[src/rtl/alu_pkg.sv]
// rtl/alu_pkg.sv - opcode encodings and helpers shared by the ALU files
package alu_pkg;

    localparam int OPCODE_W = 4;

    localparam logic [OPCODE_W-1:0] OP_ADD       = 4'd1;
    localparam logic [OPCODE_W-1:0] OP_ADD_CARRY = 4'd2;
    localparam logic [OPCODE_W-1:0] OP_SUB       = 4'd3;
    localparam logic [OPCODE_W-1:0] OP_INC       = 4'd4;
    localparam logic [OPCODE_W-1:0] OP_DEC       = 4'd5;
    localparam logic [OPCODE_W-1:0] OP_AND       = 4'd6;
    localparam logic [OPCODE_W-1:0] OP_NOT       = 4'd7;
    localparam logic [OPCODE_W-1:0] OP_ROL       = 4'd8;
    localparam logic [OPCODE_W-1:0] OP_ROR       = 4'd9;

    // Defined opcodes form the contiguous range ADD..ROR
    function automatic logic opcode_is_valid(input logic [OPCODE_W-1:0] op);
        return (op >= OP_ADD) && (op <= OP_ROR);
    endfunction

endpackage

[src/rtl/alu_unit_if.sv]
// rtl/alu_unit_if.sv - operand/opcode request and result/flag bundle for alu_unit
interface alu_unit_if
    import alu_pkg::*;
#(
    parameter int BUS_WIDTH = 8
) ();

    logic                 in_valid;
    logic [OPCODE_W-1:0]  opcode;
    logic [BUS_WIDTH-1:0] a;
    logic [BUS_WIDTH-1:0] b;
    logic                 carry_in;

    logic                 out_valid;
    logic [BUS_WIDTH-1:0] y;
    logic                 carry_out;
    logic                 borrow;
    logic                 zero;
    logic                 parity;
    logic                 invalid_op;

    modport master (
        output in_valid, opcode, a, b, carry_in,
        input  out_valid, y, carry_out, borrow, zero, parity, invalid_op
    );

    modport slave (
        input  in_valid, opcode, a, b, carry_in,
        output out_valid, y, carry_out, borrow, zero, parity, invalid_op
    );

endinterface

[src/rtl/alu_core.sv]
// rtl/alu_core.sv - combinational opcode decode producing result and flags
module alu_core
    import alu_pkg::*;
#(
    parameter int BUS_WIDTH = 8
) (
    input  logic [OPCODE_W-1:0]  i_opcode,
    input  logic [BUS_WIDTH-1:0] i_a,
    input  logic [BUS_WIDTH-1:0] i_b,
    input  logic                 i_carry_in,
    output logic [BUS_WIDTH-1:0] o_y,
    output logic                 o_carry_out,
    output logic                 o_borrow,
    output logic                 o_zero,
    output logic                 o_parity,
    output logic                 o_invalid_op
);

    localparam logic [BUS_WIDTH-1:0] ONE = BUS_WIDTH'(1);

    logic                 w_valid;
    logic [BUS_WIDTH:0]   w_a_ext;
    logic [BUS_WIDTH:0]   w_b_ext;
    logic [BUS_WIDTH:0]   w_cin_ext;
    logic [BUS_WIDTH:0]   w_one_ext;
    logic [BUS_WIDTH-1:0] w_y;
    logic                 w_carry;
    logic                 w_borrow;

    assign w_valid   = opcode_is_valid(i_opcode);
    assign w_a_ext   = {1'b0, i_a};
    assign w_b_ext   = {1'b0, i_b};
    assign w_cin_ext = {{BUS_WIDTH{1'b0}}, i_carry_in};
    assign w_one_ext = {1'b0, ONE};

    always_comb begin
        w_y      = '0;
        w_carry  = 1'b0;
        w_borrow = 1'b0;
        case (i_opcode)
            OP_ADD:       {w_carry, w_y} = w_a_ext + w_b_ext;
            OP_ADD_CARRY: {w_carry, w_y} = w_a_ext + w_b_ext + w_cin_ext;
            OP_SUB: begin
                w_y      = i_a - i_b;
                w_borrow = (i_a < i_b);
            end
            OP_INC:       {w_carry, w_y} = w_a_ext + w_one_ext;
            OP_DEC: begin
                w_y      = i_a - ONE;
                w_borrow = (i_a == '0);
            end
            OP_AND:       w_y = i_a & i_b;
            OP_NOT:       w_y = ~i_a;
            OP_ROL:       w_y = {i_a[BUS_WIDTH-2:0], i_a[BUS_WIDTH-1]};
            OP_ROR:       w_y = {i_a[0], i_a[BUS_WIDTH-1:1]};
            default:      w_y = '0;
        endcase
    end

    // Invalid opcodes report a zero result but must not raise the zero flag
    assign o_y          = w_y;
    assign o_carry_out  = w_carry;
    assign o_borrow     = w_borrow;
    assign o_zero       = w_valid && (w_y == '0);
    assign o_parity     = w_valid && (^w_y);
    assign o_invalid_op = !w_valid;

endmodule

[src/rtl/alu_unit.sv]
// rtl/alu_unit.sv - ALU with one-cycle registered result, flags and valid bit
module alu_unit
    import alu_pkg::*;
#(
    parameter int BUS_WIDTH = 8
) (
    input  logic       clk,
    input  logic       rst_n,
    alu_unit_if.slave  bus
);

    logic [BUS_WIDTH-1:0] w_y;
    logic                 w_carry_out;
    logic                 w_borrow;
    logic                 w_zero;
    logic                 w_parity;
    logic                 w_invalid_op;

    logic                 r_out_valid;
    logic [BUS_WIDTH-1:0] r_y;
    logic                 r_carry_out;
    logic                 r_borrow;
    logic                 r_zero;
    logic                 r_parity;
    logic                 r_invalid_op;

    alu_core #(
        .BUS_WIDTH (BUS_WIDTH)
    ) u_core (
        .i_opcode     (bus.opcode),
        .i_a          (bus.a),
        .i_b          (bus.b),
        .i_carry_in   (bus.carry_in),
        .o_y          (w_y),
        .o_carry_out  (w_carry_out),
        .o_borrow     (w_borrow),
        .o_zero       (w_zero),
        .o_parity     (w_parity),
        .o_invalid_op (w_invalid_op)
    );

    // Result and flags hold across idle cycles; only the valid bit drops
    always_ff @(posedge clk or negedge rst_n) begin
        if (!rst_n) begin
            r_out_valid  <= 1'b0;
            r_y          <= '0;
            r_carry_out  <= 1'b0;
            r_borrow     <= 1'b0;
            r_zero       <= 1'b0;
            r_parity     <= 1'b0;
            r_invalid_op <= 1'b0;
        end else begin
            r_out_valid <= bus.in_valid;
            if (bus.in_valid) begin
                r_y          <= w_y;
                r_carry_out  <= w_carry_out;
                r_borrow     <= w_borrow;
                r_zero       <= w_zero;
                r_parity     <= w_parity;
                r_invalid_op <= w_invalid_op;
            end
        end
    end

    assign bus.out_valid  = r_out_valid;
    assign bus.y          = r_y;
    assign bus.carry_out  = r_carry_out;
    assign bus.borrow     = r_borrow;
    assign bus.zero       = r_zero;
    assign bus.parity     = r_parity;
    assign bus.invalid_op = r_invalid_op;

endmodule

[src/flat_wrapper.sv]
// flat-port wrapper written by rule: the top's interface ports become plain ports
module alu_unit_flat import alu_pkg::*;
#(
    parameter int BUS_WIDTH = 8
)
  (clk, rst_n, bus_in_valid, bus_opcode, bus_a, bus_b, bus_carry_in, bus_out_valid, bus_y, bus_carry_out, bus_borrow, bus_zero, bus_parity, bus_invalid_op);
  alu_unit_if #(.BUS_WIDTH(BUS_WIDTH)) bus_i ();
  input  logic clk;
  input  logic rst_n;
  input wire logic [$bits(bus_i.in_valid)-1:0] bus_in_valid;
  input wire logic [$bits(bus_i.opcode)-1:0] bus_opcode;
  input wire logic [$bits(bus_i.a)-1:0] bus_a;
  input wire logic [$bits(bus_i.b)-1:0] bus_b;
  input wire logic [$bits(bus_i.carry_in)-1:0] bus_carry_in;
  output wire logic [$bits(bus_i.out_valid)-1:0] bus_out_valid;
  output wire logic [$bits(bus_i.y)-1:0] bus_y;
  output wire logic [$bits(bus_i.carry_out)-1:0] bus_carry_out;
  output wire logic [$bits(bus_i.borrow)-1:0] bus_borrow;
  output wire logic [$bits(bus_i.zero)-1:0] bus_zero;
  output wire logic [$bits(bus_i.parity)-1:0] bus_parity;
  output wire logic [$bits(bus_i.invalid_op)-1:0] bus_invalid_op;
  assign bus_i.in_valid = bus_in_valid;
  assign bus_i.opcode = bus_opcode;
  assign bus_i.a = bus_a;
  assign bus_i.b = bus_b;
  assign bus_i.carry_in = bus_carry_in;
  assign bus_out_valid = bus_i.out_valid;
  assign bus_y = bus_i.y;
  assign bus_carry_out = bus_i.carry_out;
  assign bus_borrow = bus_i.borrow;
  assign bus_zero = bus_i.zero;
  assign bus_parity = bus_i.parity;
  assign bus_invalid_op = bus_i.invalid_op;
  alu_unit #(.BUS_WIDTH(BUS_WIDTH)) u_core (.clk(clk), .rst_n(rst_n), .bus(bus_i));
endmodule
[config.mk]
export PLATFORM = sky130hd
export DESIGN_NAME = alu_unit_flat
export DESIGN_NICKNAME = d
export VERILOG_FILES = /design/src/rtl/alu_pkg.sv /design/src/rtl/alu_unit_if.sv /design/src/rtl/alu_core.sv /design/src/rtl/alu_unit.sv /design/src/flat_wrapper.sv
export SDC_FILE = /design/constraint.sdc
export NUM_CORES = 1
export LEC_CHECK = 0
export CAP_MARGIN = 10
export CORE_MARGIN = 1
export CORE_UTILIZATION = 36
export DETAILED_ROUTE_END_ITERATION = 16
export GPL_TIMING_DRIVEN = 0
export SLEW_MARGIN = 0
export SYNTH_ARGS = -nofsm -noshare
export SYNTH_HDL_FRONTEND = slang
export SYNTH_HIERARCHICAL = 1
export SYNTH_SLANG_ARGS = --single-unit
[constraint.sdc]
create_clock -name clk -period 1.32 [get_ports clk]
set_input_delay 0.264 -clock clk [delete_from_list [all_inputs] [get_ports clk]]
set_output_delay 0.264 -clock clk [all_outputs]
set_load 0.02 [all_outputs]
==> metrics.txt <==
status complete, but fails checks; failing checks setup timing; Post-Route WL 7843 um; largest family of logic cells by synthesized area simple AND/OR/NAND/NOR gates; Top FF cell, synth dfrtp_1; Syn. warnings 6; clk_skew 0 ns; # fillers between 500 and 600; worst skew pair latency roughly 0.24 ns; Distinct cells, synth 68; worst rel slew slack 0.5830; drt pass-1 iters 4; Mean Syn Cell Area just over 8 um2; adder-cell area share of the yosys netlist 0.1370; clock-pin slew on the worst setup and hold paths 0.05 ns; gpl congestion about 0.86; Die ar. between 0.007 and 0.008 mm2; # diodes 0; Synth Area in Compound Gates 0.2205; pin count of the biggest net entering global routing 15; port bufs 36; Syn-to-layout area delta 60.32%; Worst Tran Pin Value 0.6231 ns; RSZ-0062 raised after global routing true; CORE AREA approximately 0.0065 mm2; Tcrit/Tclk final 2.182; Pleak 1.756 nW; Final Setup Violations 12; Clk pwr share 0.121; H-tree depth 1; pwr/cell area ~700 mW/mm2; die width roughly 85 um; vias in the first global route roughly 2,600; max-capacitance violation count 0; multi-input logic area 0.002460 mm2; maximum clock frequency 347.2 MHz; DR WL/cell roughly 17 um; Remaining DRCs 0; layout cells sized above 1 0.4373; CTS buffer count 3; DP HPWL ~5600 um; EDFF count, synth 0; GRT Util Overall 0.2224; Vias/cell 5.594; final hold vios 0; Clk Tree Root Cell clkbuf_8; HP Class in2async; row count 29; Final ANT Viol Nets 0; Gate Count Post-Synth 306; Die Y between 80 and 90 um; multiplexer share of the synthesized area 0.1198; Synth Cell Area 0.002485 mm2; asr flop ratio synth 1.000; Starting Density 0.3826; initial antenna violation count 0; Req. time, crit path ~1.5 ns; fin worst setup slack -1.560 ns; Setup WS pre-CTS -2.495 ns; Net Count, Synth between 300 and 400; combinational share of power 0.689; Pint ~1.7 mW; Flop pwr share 0.190; first-pass GRT wire length 12,890 um; # nets final ~440; Setup Crit Path Kind in2reg; DRT iter0 DRCs 179; Max rail drop VDD slightly above 0.0003 V; min cycle time layout slightly below 3 ns; GRT Residual Overflow 0; CTS tree yes; Reg area between 300 and 400 um2; xor/xnor share of the synthesized area 0.08761; CP startpoint kind primary input; clk buf depth 2; Synth Area in Simple Gates 0.2216; Crit. End Element flip-flop; Top Ports 38; clock sinks 14; synthesized flop and latch total 14; DR vias 2,618; sequential area share after synthesis 0.1410; switch share 0.3849; Slew Limit Fails 0; final core occ 0.6134; CP Max Fanout 4; Worst EP arrival roughly 3 ns; Psw about 1.1 mW
-- power by group through the flow --
stage / combinational (mW) / sequential (mW) / clock, mW
6_report: 1.91 / 0.527 / 0.335
5_1_grt: 2.06 / 0.536 / 0.357
4_1_cts: 1.74 / 0.529 / 0.347
3_5_place_dp: 1.45 / 0.537 / 0
3_3_place_gp: 1.44 / 0.534 / 0
2_1_floorplan: 0.947 / 0.612 / 0
-- cells by family after synthesis --
| group | Yosys count |
|---|---|
| multiplexers | 24 |
| flip-flops | 14 |
| XOR/XNOR | 24 |
| AND/OR/NAND/NOR | 103 |
| AO/OA/AOI/OAI | 74 |
| adder cells (fa/ha/maj) | 26 |
| buffers and inverters | 41 |
-- critical path: stages --
cell      delay [ns]
buf_8           0.10
ha_4            0.15
fa_2            0.43
nand2b_4        0.12
a2111o_1        0.17
nand3b_1        0.13
xnor2_2         0.16
buf_6           0.13
buf_6           0.12
xnor2_4         0.12
o2111a_1        0.27
ha_4            0.26
xnor2_2         0.13
xnor2_1         0.14
nor2_1          0.05
mux2_4          0.25
-- layer usage --
metal / wire length [um] / vias up / global-route usage / part of all wire
met1: 3314 / 1234 / 0.2835 / 0.42
met2: 4000 / 92 / 0.4084 / 0.51
met3: 388 / 14 / 0.007782 / 0.049
li1: - / 1278 / - / -
met4: 140 / 0 / 0.06163 / 0.018
met5: 0 / - / 0 / 0
-- synthesized netlist by cell type, drive strengths merged (2+ instances only) --
master,count,area [um2]
nand3,6,30.03
o311ai,2,17.52
nor3,8,40.04
nand2,23,86.33
ha,24,300.3
dfrtp,14,350.3
nor2,28,112.6
nor4,5,46.29
and2,2,12.51
a21o,2,16.27
o22ai,2,12.51
inv,25,93.84
a31oi,2,12.51
nor2b,6,37.54
and3,2,12.51
nor4b,2,23.77
fa,2,40.04
a221oi,5,61.31
o31ai,2,15.01
clkbuf,9,45.04
a221o,4,40.04
a211oi,6,45.04
o22a,2,18.77
o21a,2,15.01
or2,2,12.52
mux2,16,217.7
nand3b,5,37.54
a21oi,14,73.82
or3,2,12.51
o211ai,3,22.52
xnor2,18,165.2
or4,2,15.01
o21ai,15,75.07
nand2b,6,40.04
o2111a,2,22.52
xor2,6,52.55
buf,7,41.29
mux2i,8,80.08
-- final timing paths --
path,startpoint,to,slack [ns],depth (start not counted)
setup / recovery,bus_a[0],u_core/bus.parity$_DFFE_PN0P_,-1.56,16
hold / removal,rst_n,u_core/bus.parity$_DFFE_PN0P_,0.40,1
setup reg to reg,u_core/bus.y[4]$_DFFE_PN0P_,u_core/bus.y[4]$_DFFE_PN0P_,0.56,1
hold reg to reg,u_core/bus.zero$_DFFE_PN0P_,u_core/bus.zero$_DFFE_PN0P_,0.50,1
max in group asynchronous,rst_n,u_core/bus.invalid_op$_DFFE_PN0P_,0.55,1
min in group clk,bus_a[1],u_core/bus.y[0]$_DFFE_PN0P_,0.48,4
-- final cells by class --
cell class | count | share of cell area
Tap cell | 77 | 0.02418
Timing Repair Buffer | 84 | 0.1916
Sequential cell | 14 | 0.08794
Multi-Input combinational cell | 251 | 0.6175
Buffer | 14 | 0.03989
Inverter | 25 | 0.02858
Clock buffer | 3 | 0.01036
-- flip-flops by register name (all words and copies together), names as in the netlist --
signal / flops
u_core/bus.invalid_op: 1
u_core/bus.carry_out: 1
u_core/bus.out_valid: 1
u_core/bus.borrow: 1
u_core/bus.zero: 1
u_core/bus.y: 8
u_core/bus.parity: 1
-- timing repair --
action	in CTS	in global routing
gates cloned	0	0
setup endpoints to repair	27	13
setup buffers	35	15
hold endpoints to repair	0	0
gates resized for setup	148	30
hold buffers	0	0
pin swaps	49	23
-- cells in the final DEF (no fill, tap or decap), drive strengths merged, types with 3 or more instances in the layout --
master         instances
a211oi                 6
a21oi                 14
a221o                  4
a221oi                 5
buf                   65
clkbuf                11
clkdlybuf4s50          3
dfrtp                 14
dlygate4sd2           20
ha                    24
inv                   24
mux2                  16
mux2i                  8
nand2                 23
nand2b                 6
nand3                  6
nand3b                 5
nor2                  28
nor2b                  6
nor3                   8
nor4                   5
o211ai                 3
o21ai                 15
xnor2                 18
xor2                   6
-- through the flow --
| step | setup TNS [ns] | area [um2] | instances | hold WS (ns) | power [mW] |
|---|---|---|---|---|---|
| after global placement | -21.80 | 3182 | 419 | 0.4946 | 1.975 |
| after floorplan | -10.55 | 2725 | 306 | -0.03159 | 1.559 |
| final | -11.25 | 3984 | 468 | 0.3958 | 2.767 |
| after detailed placement | -22.23 | 3182 | 419 | 0.4955 | 1.991 |
| after global routing | -12.38 | 3984 | 468 | 0.4632 | 2.953 |
| after CTS | -10.96 | 3765 | 456 | 0.4121 | 2.613 |
Power figures use the tool's default switching activity.
